$ cat config.mk
export PLATFORM = sky130hd
export DESIGN_NAME = dec_scanner_flat
export DESIGN_NICKNAME = d
export VERILOG_FILES = /design/src/rtl/dec_scanner_pkg.sv /design/src/rtl/dec_scanner_if.sv /design/src/rtl/dec_onehot.sv /design/src/rtl/dec_scanner.sv /design/src/flat_wrapper.sv
export SDC_FILE = /design/constraint.sdc
export NUM_CORES = 1
export LEC_CHECK = 0
export ABC_CLOCK_PERIOD_IN_PS = 2500
export BUFFER_PORTS_ARGS = -buffer_cell sky130_fd_sc_hd__clkbuf_2
export CAP_MARGIN = 20
export CORE_MARGIN = 4
export CORE_UTILIZATION = 40
export CTS_CLUSTER_SIZE = 20
export DETAILED_ROUTE_END_ITERATION = 12
export GPL_TIMING_DRIVEN = 1
export PLACE_DENSITY = 0.65
export SYNTH_ARGS = -nofsm -noshare
export SYNTH_HDL_FRONTEND = slang
export SYNTH_SLANG_ARGS = --single-unit
export TNS_END_PERCENT = 5
$ cat constraint.sdc
create_clock -name clk -period 2.5 [get_ports clk]
set_input_delay 0.25 -clock clk [delete_from_list [all_inputs] [get_ports clk]]
set_output_delay 0.25 -clock clk [all_outputs]
set_load 0.05 [all_outputs]
$ cat src/rtl/dec_scanner_pkg.sv
// ============================================================================
// Module      : dec_scanner_pkg
// Description : Mode encodings and FSM state type shared by the dec_scanner
//               block and its testbench.
// Revision    : 1.0 - initial release
// ============================================================================
`default_nettype none

package dec_scanner_pkg;

   localparam logic [1:0] MODE_DIRECT = 2'b00;
   localparam logic [1:0] MODE_UP     = 2'b01;
   localparam logic [1:0] MODE_DOWN   = 2'b10;
   localparam logic [1:0] MODE_SHOT   = 2'b11;

   typedef logic [0:0] state_t;

   localparam state_t ST_IDLE = 1'b0;
   localparam state_t ST_RUN  = 1'b1;

endpackage

`default_nettype wire

$ cat src/rtl/dec_scanner_if.sv
// ============================================================================
// Module      : dec_scanner_if
// Description : Control and channel-select bundle of the dec_scanner block.
// Revision    : 1.0 - initial release
// ============================================================================
`default_nettype none

interface dec_scanner_if #(
   parameter int SEL_W   = 3,
   parameter int DWELL_W = 8
);

   logic                  en;
   logic [1:0]            mode;
   logic [SEL_W-1:0]      in;
   logic                  load;
   logic [DWELL_W-1:0]    dwell;
   logic [(1<<SEL_W)-1:0] out;
   logic [SEL_W-1:0]      idx;
   logic                  wrap;
   logic                  busy;

   modport master (
      output en, mode, in, load, dwell,
      input  out, idx, wrap, busy
   );

   modport slave (
      input  en, mode, in, load, dwell,
      output out, idx, wrap, busy
   );

endinterface

`default_nettype wire

$ cat src/rtl/dec_onehot.sv
// ============================================================================
// Module      : dec_onehot
// Description : Combinational SEL_W-to-2**SEL_W one-hot decoder with enable.
// Revision    : 1.0 - initial release
// ============================================================================
`default_nettype none

module dec_onehot #(
   parameter int SEL_W = 3
) (
   input  wire logic [SEL_W-1:0]      i_sel,
   input  wire logic                  i_en,
   output logic      [(1<<SEL_W)-1:0] o_onehot
);

   for (genvar g = 0; g < (1 << SEL_W); g++) begin : g_bit
      assign o_onehot[g] = i_en && (i_sel == SEL_W'(g));
   end

endmodule

`default_nettype wire

$ cat src/rtl/dec_scanner.sv
// ============================================================================
// Module      : dec_scanner
// Description : Registered one-hot channel scanner: direct select, scan up,
//               scan down and single-shot sequencing with per-channel dwell.
//               Define DEC_SCANNER_BLANK_EN to insert a blank cycle per step.
// Revision    : 1.0 - initial release
// ============================================================================
`default_nettype none

module dec_scanner
   import dec_scanner_pkg::*;
#(
   parameter int SEL_W   = 3,
   parameter int DWELL_W = 8
) (
   input  wire logic  clk,
   input  wire logic  rst,
   dec_scanner_if.slave bus
);

   localparam int OUT_W = 1 << SEL_W;
   localparam logic [SEL_W-1:0] c_idx_max = {SEL_W{1'b1}};

`ifdef DEC_SCANNER_BLANK_EN
   localparam bit c_blank_en = 1'b1;
`else
   localparam bit c_blank_en = 1'b0;
`endif

   logic [SEL_W-1:0]   idx_q,   idx_d;
   logic [DWELL_W-1:0] cnt_q,   cnt_d;
   logic [OUT_W-1:0]   out_q,   out_d;
   logic               wrap_q,  wrap_d;
   logic               busy_q,  busy_d;
   logic               blank_q, blank_d;
   logic [1:0]         mode_q,  mode_d;
   state_t             state_q, state_d;

   logic               w_show;
   logic               w_mode_chg;
   logic               w_dwell_done;
   logic               w_down;
   logic [SEL_W-1:0]   w_step_idx;
   logic               w_step_wrap;
   logic [OUT_W-1:0]   w_onehot;

   // >= rather than == so a live reduction of dwell below cnt steps at once
   assign w_dwell_done = (cnt_q >= bus.dwell);
   assign w_mode_chg   = (bus.mode != mode_q);
   assign w_down       = (bus.mode == MODE_DOWN);
   assign w_step_idx   = w_down ? (idx_q - SEL_W'(1)) : (idx_q + SEL_W'(1));
   assign w_step_wrap  = w_down ? (idx_q == '0) : (idx_q == c_idx_max);

   always_comb begin
      idx_d   = idx_q;
      cnt_d   = cnt_q;
      busy_d  = busy_q;
      blank_d = blank_q;
      mode_d  = mode_q;
      state_d = state_q;
      wrap_d  = 1'b0;
      w_show  = 1'b0;

      if (bus.en) begin
         mode_d = bus.mode;
         case (bus.mode)
            MODE_DIRECT: begin
               idx_d   = bus.in;
               cnt_d   = '0;
               busy_d  = 1'b0;
               blank_d = 1'b0;
               state_d = ST_IDLE;
               w_show  = 1'b1;
            end
            MODE_UP, MODE_DOWN: begin
               busy_d  = 1'b0;
               state_d = ST_IDLE;
               if (bus.load) begin
                  idx_d   = bus.in;
                  cnt_d   = '0;
                  blank_d = 1'b0;
                  w_show  = 1'b1;
               end else if (w_mode_chg) begin
                  cnt_d   = '0;
                  blank_d = 1'b0;
                  w_show  = 1'b1;
               end else if (blank_q) begin
                  blank_d = 1'b0;
                  w_show  = 1'b1;
               end else if (w_dwell_done) begin
                  idx_d   = w_step_idx;
                  cnt_d   = '0;
                  wrap_d  = w_step_wrap;
                  blank_d = c_blank_en;
                  w_show  = !c_blank_en;
               end else begin
                  cnt_d   = cnt_q + DWELL_W'(1);
                  w_show  = 1'b1;
               end
            end
            default: begin
               if (bus.load) begin
                  state_d = ST_RUN;
                  busy_d  = 1'b1;
                  idx_d   = '0;
                  cnt_d   = '0;
                  blank_d = 1'b0;
                  w_show  = 1'b1;
               end else if (w_mode_chg) begin
                  state_d = ST_IDLE;
                  busy_d  = 1'b0;
                  cnt_d   = '0;
                  blank_d = 1'b0;
               end else if (state_q == ST_RUN) begin
                  if (blank_q) begin
                     blank_d = 1'b0;
                     w_show  = 1'b1;
                  end else if (w_dwell_done && (idx_q == c_idx_max)) begin
                     // sequence complete: blank, park at channel 0
                     state_d = ST_IDLE;
                     busy_d  = 1'b0;
                     idx_d   = '0;
                     cnt_d   = '0;
                     wrap_d  = 1'b1;
                  end else if (w_dwell_done) begin
                     idx_d   = idx_q + SEL_W'(1);
                     cnt_d   = '0;
                     blank_d = c_blank_en;
                     w_show  = !c_blank_en;
                  end else begin
                     cnt_d   = cnt_q + DWELL_W'(1);
                     w_show  = 1'b1;
                  end
               end
            end
         endcase
      end
   end

   dec_onehot #(
      .SEL_W (SEL_W)
   ) u_onehot (
      .i_sel    (idx_d),
      .i_en     (w_show),
      .o_onehot (w_onehot)
   );

   assign out_d = w_onehot;

   always_ff @(posedge clk) begin
      if (rst) begin
         idx_q   <= '0;
         cnt_q   <= '0;
         out_q   <= '0;
         wrap_q  <= 1'b0;
         busy_q  <= 1'b0;
         blank_q <= 1'b0;
         mode_q  <= MODE_DIRECT;
         state_q <= ST_IDLE;
      end else begin
         idx_q   <= idx_d;
         cnt_q   <= cnt_d;
         out_q   <= out_d;
         wrap_q  <= wrap_d;
         busy_q  <= busy_d;
         blank_q <= blank_d;
         mode_q  <= mode_d;
         state_q <= state_d;
      end
   end

   assign bus.out  = out_q;
   assign bus.idx  = idx_q;
   assign bus.wrap = wrap_q;
   assign bus.busy = busy_q;

endmodule

`default_nettype wire

$ cat src/flat_wrapper.sv
// flat-port wrapper written by rule: the top's interface ports become plain ports
module dec_scanner_flat import dec_scanner_pkg::*;
#(
   parameter int SEL_W   = 3,
   parameter int DWELL_W = 8
)
  (clk, rst, bus_en, bus_mode, bus_in, bus_load, bus_dwell, bus_out, bus_idx, bus_wrap, bus_busy);
  dec_scanner_if #(.SEL_W(SEL_W), .DWELL_W(DWELL_W)) bus_i ();
  input  wire logic clk;
  input  wire logic rst;
  input wire logic [$bits(bus_i.en)-1:0] bus_en;
  input wire logic [$bits(bus_i.mode)-1:0] bus_mode;
  input wire logic [$bits(bus_i.in)-1:0] bus_in;
  input wire logic [$bits(bus_i.load)-1:0] bus_load;
  input wire logic [$bits(bus_i.dwell)-1:0] bus_dwell;
  output wire logic [$bits(bus_i.out)-1:0] bus_out;
  output wire logic [$bits(bus_i.idx)-1:0] bus_idx;
  output wire logic [$bits(bus_i.wrap)-1:0] bus_wrap;
  output wire logic [$bits(bus_i.busy)-1:0] bus_busy;
  assign bus_i.en = bus_en;
  assign bus_i.mode = bus_mode;
  assign bus_i.in = bus_in;
  assign bus_i.load = bus_load;
  assign bus_i.dwell = bus_dwell;
  assign bus_out = bus_i.out;
  assign bus_idx = bus_i.idx;
  assign bus_wrap = bus_i.wrap;
  assign bus_busy = bus_i.busy;
  dec_scanner #(.SEL_W(SEL_W), .DWELL_W(DWELL_W)) u_core (.clk(clk), .rst(rst), .bus(bus_i));
endmodule
==> After elaboration in Yosys (flattened, before gate mapping) <==
Index checks and enable logic that the tools add are counted.
{ "totals": {"regBits": 25, "latchBits": 0, "mem_bits_rw": 0, "romBits": 0, "in_bits": 17, "out_inout_bits": 13, "mem_count": 0} }
{ "classes": {"n_addsub": 3, "mul": 0, "div_mod_pow": 0, "magnitude_cmp": 1, "n_eq_ne": 14, "shifts": 0, "mux": 52, "n_bitwise": 1, "reduce_logical": 21} }
{ "op_table": {"columns": ["op", "n"], "rows": [
  ["$mux W8", 9],
  ["$mux W3", 12],
  ["$mux W1", 28],
  ["$pmux W8 S2", 1],
  ["$eq A3 B3 Y1 const B", 5],
  ["$ne A4 B4 Y1 const B", 3],
  ["$logic_and A1 B1 Y1", 9],
  ["$add A8 B1 Y8 const B", 1],
  ["$ge A8 B8 Y1", 1],
  ["$reduce_and A4 Y1", 2],
  ["$reduce_bool A4 Y1", 2],
  ["$eq A3 B2 Y1 const B", 2],
  ["$logic_not A3 Y1", 2],
  ["$pmux W3 S2", 1],
  ["$reduce_bool A5 Y1", 1],
  ["$reduce_or A2 Y1", 2],
  ["$add A3 B1 Y3 const B", 1],
  ["$eq A3 B1 Y1 const B", 1],
  ["$reduce_or A3 Y1", 1],
  ["$sub A3 B1 Y3 const B", 1],
  ["$eq A2 B1 Y1 const B", 1],
  ["$eq A2 B2 Y1 const B", 1],
  ["$logic_not A2 Y1", 1],
  ["$ne A2 B2 Y1", 1],
  ["3 further kinds", 3]
]} }

==> Depth between registers and ports, before layout <==
{ "logic_depth": {"depth_word": 11, "depth_mapped": 9} }

==> Cells and area by module <==
A second synthesis with hierarchy kept.
{ "hier_totals": {"hier_cells": 182, "hier_area_um2": 1572.8} }
{ "modules_own_cells": {"columns": ["mod", "n_inst", "cells_per_inst", "area_per_inst_um2", "seq_area_each_um2"], "rows": [
  ["dec_scanner", 1, 174, 1476.4, 480.5],
  ["dec_onehot", 1, 8, 96.3, 0.0]
]} }

==> Least setup slack after synthesis <==
OpenSTA, ideal clock, no wires.
{ "synth_timing": {"path_type": "flip-flop to flip-flop", "from": "register u_core.cnt_q[0]", "to": "register u_core.cnt_q[0]", "setup_ps": 71, "arrival_ps": 2173, "path_slack_ps": 256, "path_stages_with_launch": 10, "n_path_buf": 0, "period_less_slack_ps": 2244, "cell_sequence": "dfxtp_1 -> inv_1 -> ha_1 -> and3_1 -> o21ai_1 -> a311o_2 -> nand2_2 -> or4_4 -> or3_1 -> a21oi_1"} }
{ "synth_between": {"elab_chain_cells": 8} }
{ "synth_rtl": {"columns": ["element", "line", "text"], "rows": [
  ["start, declared", "dec_scanner.sv:31", "logic [DWELL_W-1:0] cnt_q, cnt_d;"],
  ["start signal, assigned", "dec_scanner.sv:162", "cnt_q <= cnt_d;"],
  ["$add A8 B1 Y8 or $ge A8 B8 Y1 (tied branches)", "dec_scanner.sv:97, dec_scanner.sv:131, dec_scanner.sv:48", null],
  ["$mux W8 or $logic_and A1 B1 Y1 (tied branches)", "dec_scanner.sv:90, dec_scanner.sv:125, dec_scanner.sv:118", null],
  ["$mux W8", "dec_scanner.sv:118", "end else if (w_dwell_done && (idx_q == c_idx_max)) begin"],
  ["$mux W8", "dec_scanner.sv:115", "if (blank_q) begin"],
  ["$mux W8", "dec_scanner.sv:114", "end else if (state_q == ST_RUN) begin"],
  ["$mux W8", "dec_scanner.sv:109", "end else if (w_mode_chg) begin"],
  ["$mux W8", "dec_scanner.sv:102", "if (bus.load) begin"],
  ["$pmux W8 S2 *", "dec_scanner.sv:66", "case (bus.mode)"]
]} }
Every way passes the cells marked *; elsewhere a longest branch is shown, timed or not. The select of a mux whose other input is x is not followed.
A chain may end at the register's enable or synchronous reset.

==> Worst setup path after layout <==
{ "layout_timing": {"from": "register u_core.cnt_q[2]", "to": "register u_core.cnt_q[0]"} }
{ "layout_between": {"elab_chain_cells": 8} }
{ "layout_rtl": {"columns": ["element", "line", "text"], "rows": [
  ["$ge A8 B8 Y1 *", "dec_scanner.sv:48", "assign w_dwell_done = (cnt_q >= bus.dwell);"],
  ["$mux W8 or $logic_and A1 B1 Y1 (tied branches)", "dec_scanner.sv:90, dec_scanner.sv:125, dec_scanner.sv:118", null],
  ["$mux W8", "dec_scanner.sv:118", null],
  ["$mux W8", "dec_scanner.sv:115", null],
  ["$mux W8", "dec_scanner.sv:114", null],
  ["$mux W8", "dec_scanner.sv:109", null],
  ["$mux W8", "dec_scanner.sv:102", null],
  ["$pmux W8 S2 *", "dec_scanner.sv:66", null]
]} }
Marked as above.

==> results.py <==
metrics = {
    "logic_synthesis": {
        "ys_warn_count": 0,
        "synth_area_leaders": "dfxtp_1 (31%), ha_1 (13%), xor2_1 (5.2%), nor2_1 (4.9%), inv_1 (4.2%)",
        "ys_seq_area_frac": 0.314,
        "avgSynthCellArea_um2": 8.22,
        "yosys.area.top_type": "dfxtp_1",
        "ys.flop_type": "dfxtp_1",
        "synth_fp_nets": 219,
        "synthCells": 186,
        "yosysMostFrequentCell": "dfxtp_1",
        "synth_top_area_share": 0.314,
        "synth_cell_type_count": 41,
        "syn_area_mm2": 0.00153,
        "synth_edf_count": 0,
        "synth_common_cells": "dfxtp_1 (24), nor2_1 (20), inv_1 (17)",
        "ys_seq_elements": 24,
        "async_reset_ff_frac": 0,
    },
    "setup_path": {
        "crit_path_start_kind": "flip-flop",
        "arrival_ns": 2.58,
        "critical_path.max_fanout": 7,
        "crit_path_end": "u_core.cnt_q[0]",
        "required_ns": 2.71,
        "r2r_cells": 8,
        "r2r_slack_ns": 0.13,
        "path_class": "reg -> reg",
        "r2r-start": "u_core.cnt_q[2]",
        "rr_endpoint": "u_core.cnt_q[0]",
        "worst_setup_path_end_kind": "flip-flop",
        "setup.worst_path.start": "u_core.cnt_q[2]",
    },
    "timing": {
        "fin_crit_ns": 2.37,
        "tightest_slew_ns": 0.403,
        "setup_viol": 0,
        "fin_tns_setup_ns": 0,
        "hold_violations": 0,
        "max_freq_mhz": 423,
        "slew_headroom": 0.731,
        "min_period_over_period": 0.947,
        "skew_ns": 0.00529,
        "slew_viol_final": 0,
    },
    "routing": {
        "wirelength_um": 3670,
        "wl_per_cell_um": 13.5,
        "antenna_left": 0,
        "first_pass_iters": 4,
        "vias_per_cell": 5.22,
        "drt_iter0_drc": 62,
        "dr_total_vias": 1421,
        "route.detailed.drc": 0,
    },
    "grt": {
        "grt_max_degree": 15,
        "antenna_found_initial": 0,
        "grt_pass1_wl_um": 6130,
        "grt_pass1_vias": 1364,
        "grt-ovfl-total": 0,
        "grt_use_total": 0.153,
    },
    "floorplan": {
        "core_area_mm2": 0.00369,
        "die_area_mm2": 0.00488,
        "start_util": 0.415,
        "die_h_um": 69.8,
        "rows": 22,
        "dieWidth_um": 69.8,
        "io_pins": 30,
    },
    "run_status": {
        "status": "complete, no violations",
    },
    "clock_network": {
        "cts_max_path_buffers": 2,
        "clockRootBuffer": "clkbuf_8",
        "cts_tree": "built",
        "cts_sinks": 24,
        "insertion_delay_ns": 0.28,
        "numCtsBuffers": 3,
        "cts_max_level": 1,
        "path_clk_slew_ns": 0.08,
    },
    "layout": {
        "multiInputGateArea_mm2": 0.00100,
        "design_area_mm2": 0.00188,
        "fill_cells": 369,
        "seqCellArea_um2": 480,
        "area_growth_pct": 23.2,
        "antennaDiodeCount": 0,
        "drive_gt1_frac": 0.228,
        "fin_nets": 258,
    },
    "flow_run": {
        "cap_violations": 0,
    },
    "hold_path": {
        "worstHoldPathType": "in -> reg",
    },
    "placed_design": {
        "hpwl_um": 2800,
        "placed_cell_area_mm2": 0.00177,
        "place_congestion": 0.855,
        "port_buffers": 29,
    },
    "power_and_ir_drop": {
        "leakagePower_nw": 0.839,
        "pwr_density_cell_mw_per_mm2": 483,
        "ir_worst_vdd_mv": 0.204,
    },
}
flip-flops by register name (all words and copies together), names as in the netlist:
register         cells
u_core.bus.busy      1
u_core.bus.idx       3
u_core.bus.out       8
u_core.bus.wrap      1
u_core.cnt_q         8
u_core.mode_q        2
u_core.state_q       1
how the worst min path moves through the flow:
| stage | slack (ns) | to | startpoint | cells after the start |
|---|---|---|---|---|
| floorplan | 0.40 | u_core.mode_q[0] | bus_mode[0] | 2 |
| global placement | 0.47 | u_core.bus.busy | u_core.bus.busy | 2 |
| detailed placement | 0.47 | u_core.bus.busy | u_core.bus.busy | 2 |
| CTS | 0.28 | u_core.mode_q[0] | bus_mode[0] | 3 |
| global route | 0.33 | u_core.mode_q[1] | bus_mode[1] | 3 |
| finish | 0.27 | u_core.mode_q[0] | bus_mode[0] | 3 |
repair_timing:
action	in CTS	in global routing
hold buffers	0	0
setup buffers	0	2
resized for setup	0	5
setup endpoints to repair	0	9
logic make-up (layout without fill, tap and decap cells):
family | Yosys count | count (layout) | synth area share
buf+inv | 20 | 58 | 0.0491
fa+ha+maj | 16 | 16 | 0.131
simple gates | 68 | 68 | 0.212
flops | 24 | 24 | 0.314
compound gates | 45 | 45 | 0.216
xor+xnor | 9 | 9 | 0.0516
mux | 4 | 4 | 0.0262
report_power, final:
part           total (mW)  internal (mW)  switching, mW
Combinational       0.163         0.0593          0.103
Sequential          0.398          0.391        0.00751
Clock               0.348          0.215          0.134
metal layers:
metal / vias up / global-route usage / share of wire / routed length, um
met1: 641 / 0.207 / 0.49 / 1790
met3: 7 / 0.0290 / 0.043 / 158
met5: - / 0 / 0 / 0
met4: 0 / 0.0574 / 0.019 / 68
li1: 743 / - / - / -
met2: 30 / 0.241 / 0.45 / 1650
metrics by stage:
step	std cells	power, mW	util	hold WS [ns]	setup WS [ns]
after floorplan	186	0.517	-	0.397	0.256
after CTS	270	0.911	0.499	0.277	0.111
after detailed placement	266	0.566	0.479	0.469	0.0839
after global routing	272	0.951	0.511	0.328	-0.00192
final	272	0.909	0.511	0.274	0.133
after global placement	266	0.567	0.479	0.469	0.129
cell usage in the layout (no fill, tap or decap), drive strengths merged, types with 3 or more instances in the layout:
master  instances
and3            4
clkbuf         32
a211oi          3
a21oi          11
o211ai          4
nor2           20
inv            17
xor2            9
nand2          16
buf             8
mux2i           4
o21ai           6
nand4           3
nand3           6
ha             16
dfxtp          24
nor3           10
layout make-up:
type	count	area share
Clock buffer	3	0.0219
Clock inverter	1	0.0159
Inverter	17	0.0339
Timing Repair Buffer	37	0.109
Tap cell	48	0.0319
Multi-Input combinational cell	142	0.532
Sequential cell	24	0.255
worst max-delay path: stages, from the launching register on:
cell and delay (ns):
dfxtp_1 0.32, ha_1 0.28, and3_1 0.18, o21ai_1 0.14
a311o_2 0.30, nand2_4 0.11, or4_4 0.51, or3_1 0.33
a21oi_1 0.12
Power figures use the tool's default switching activity.
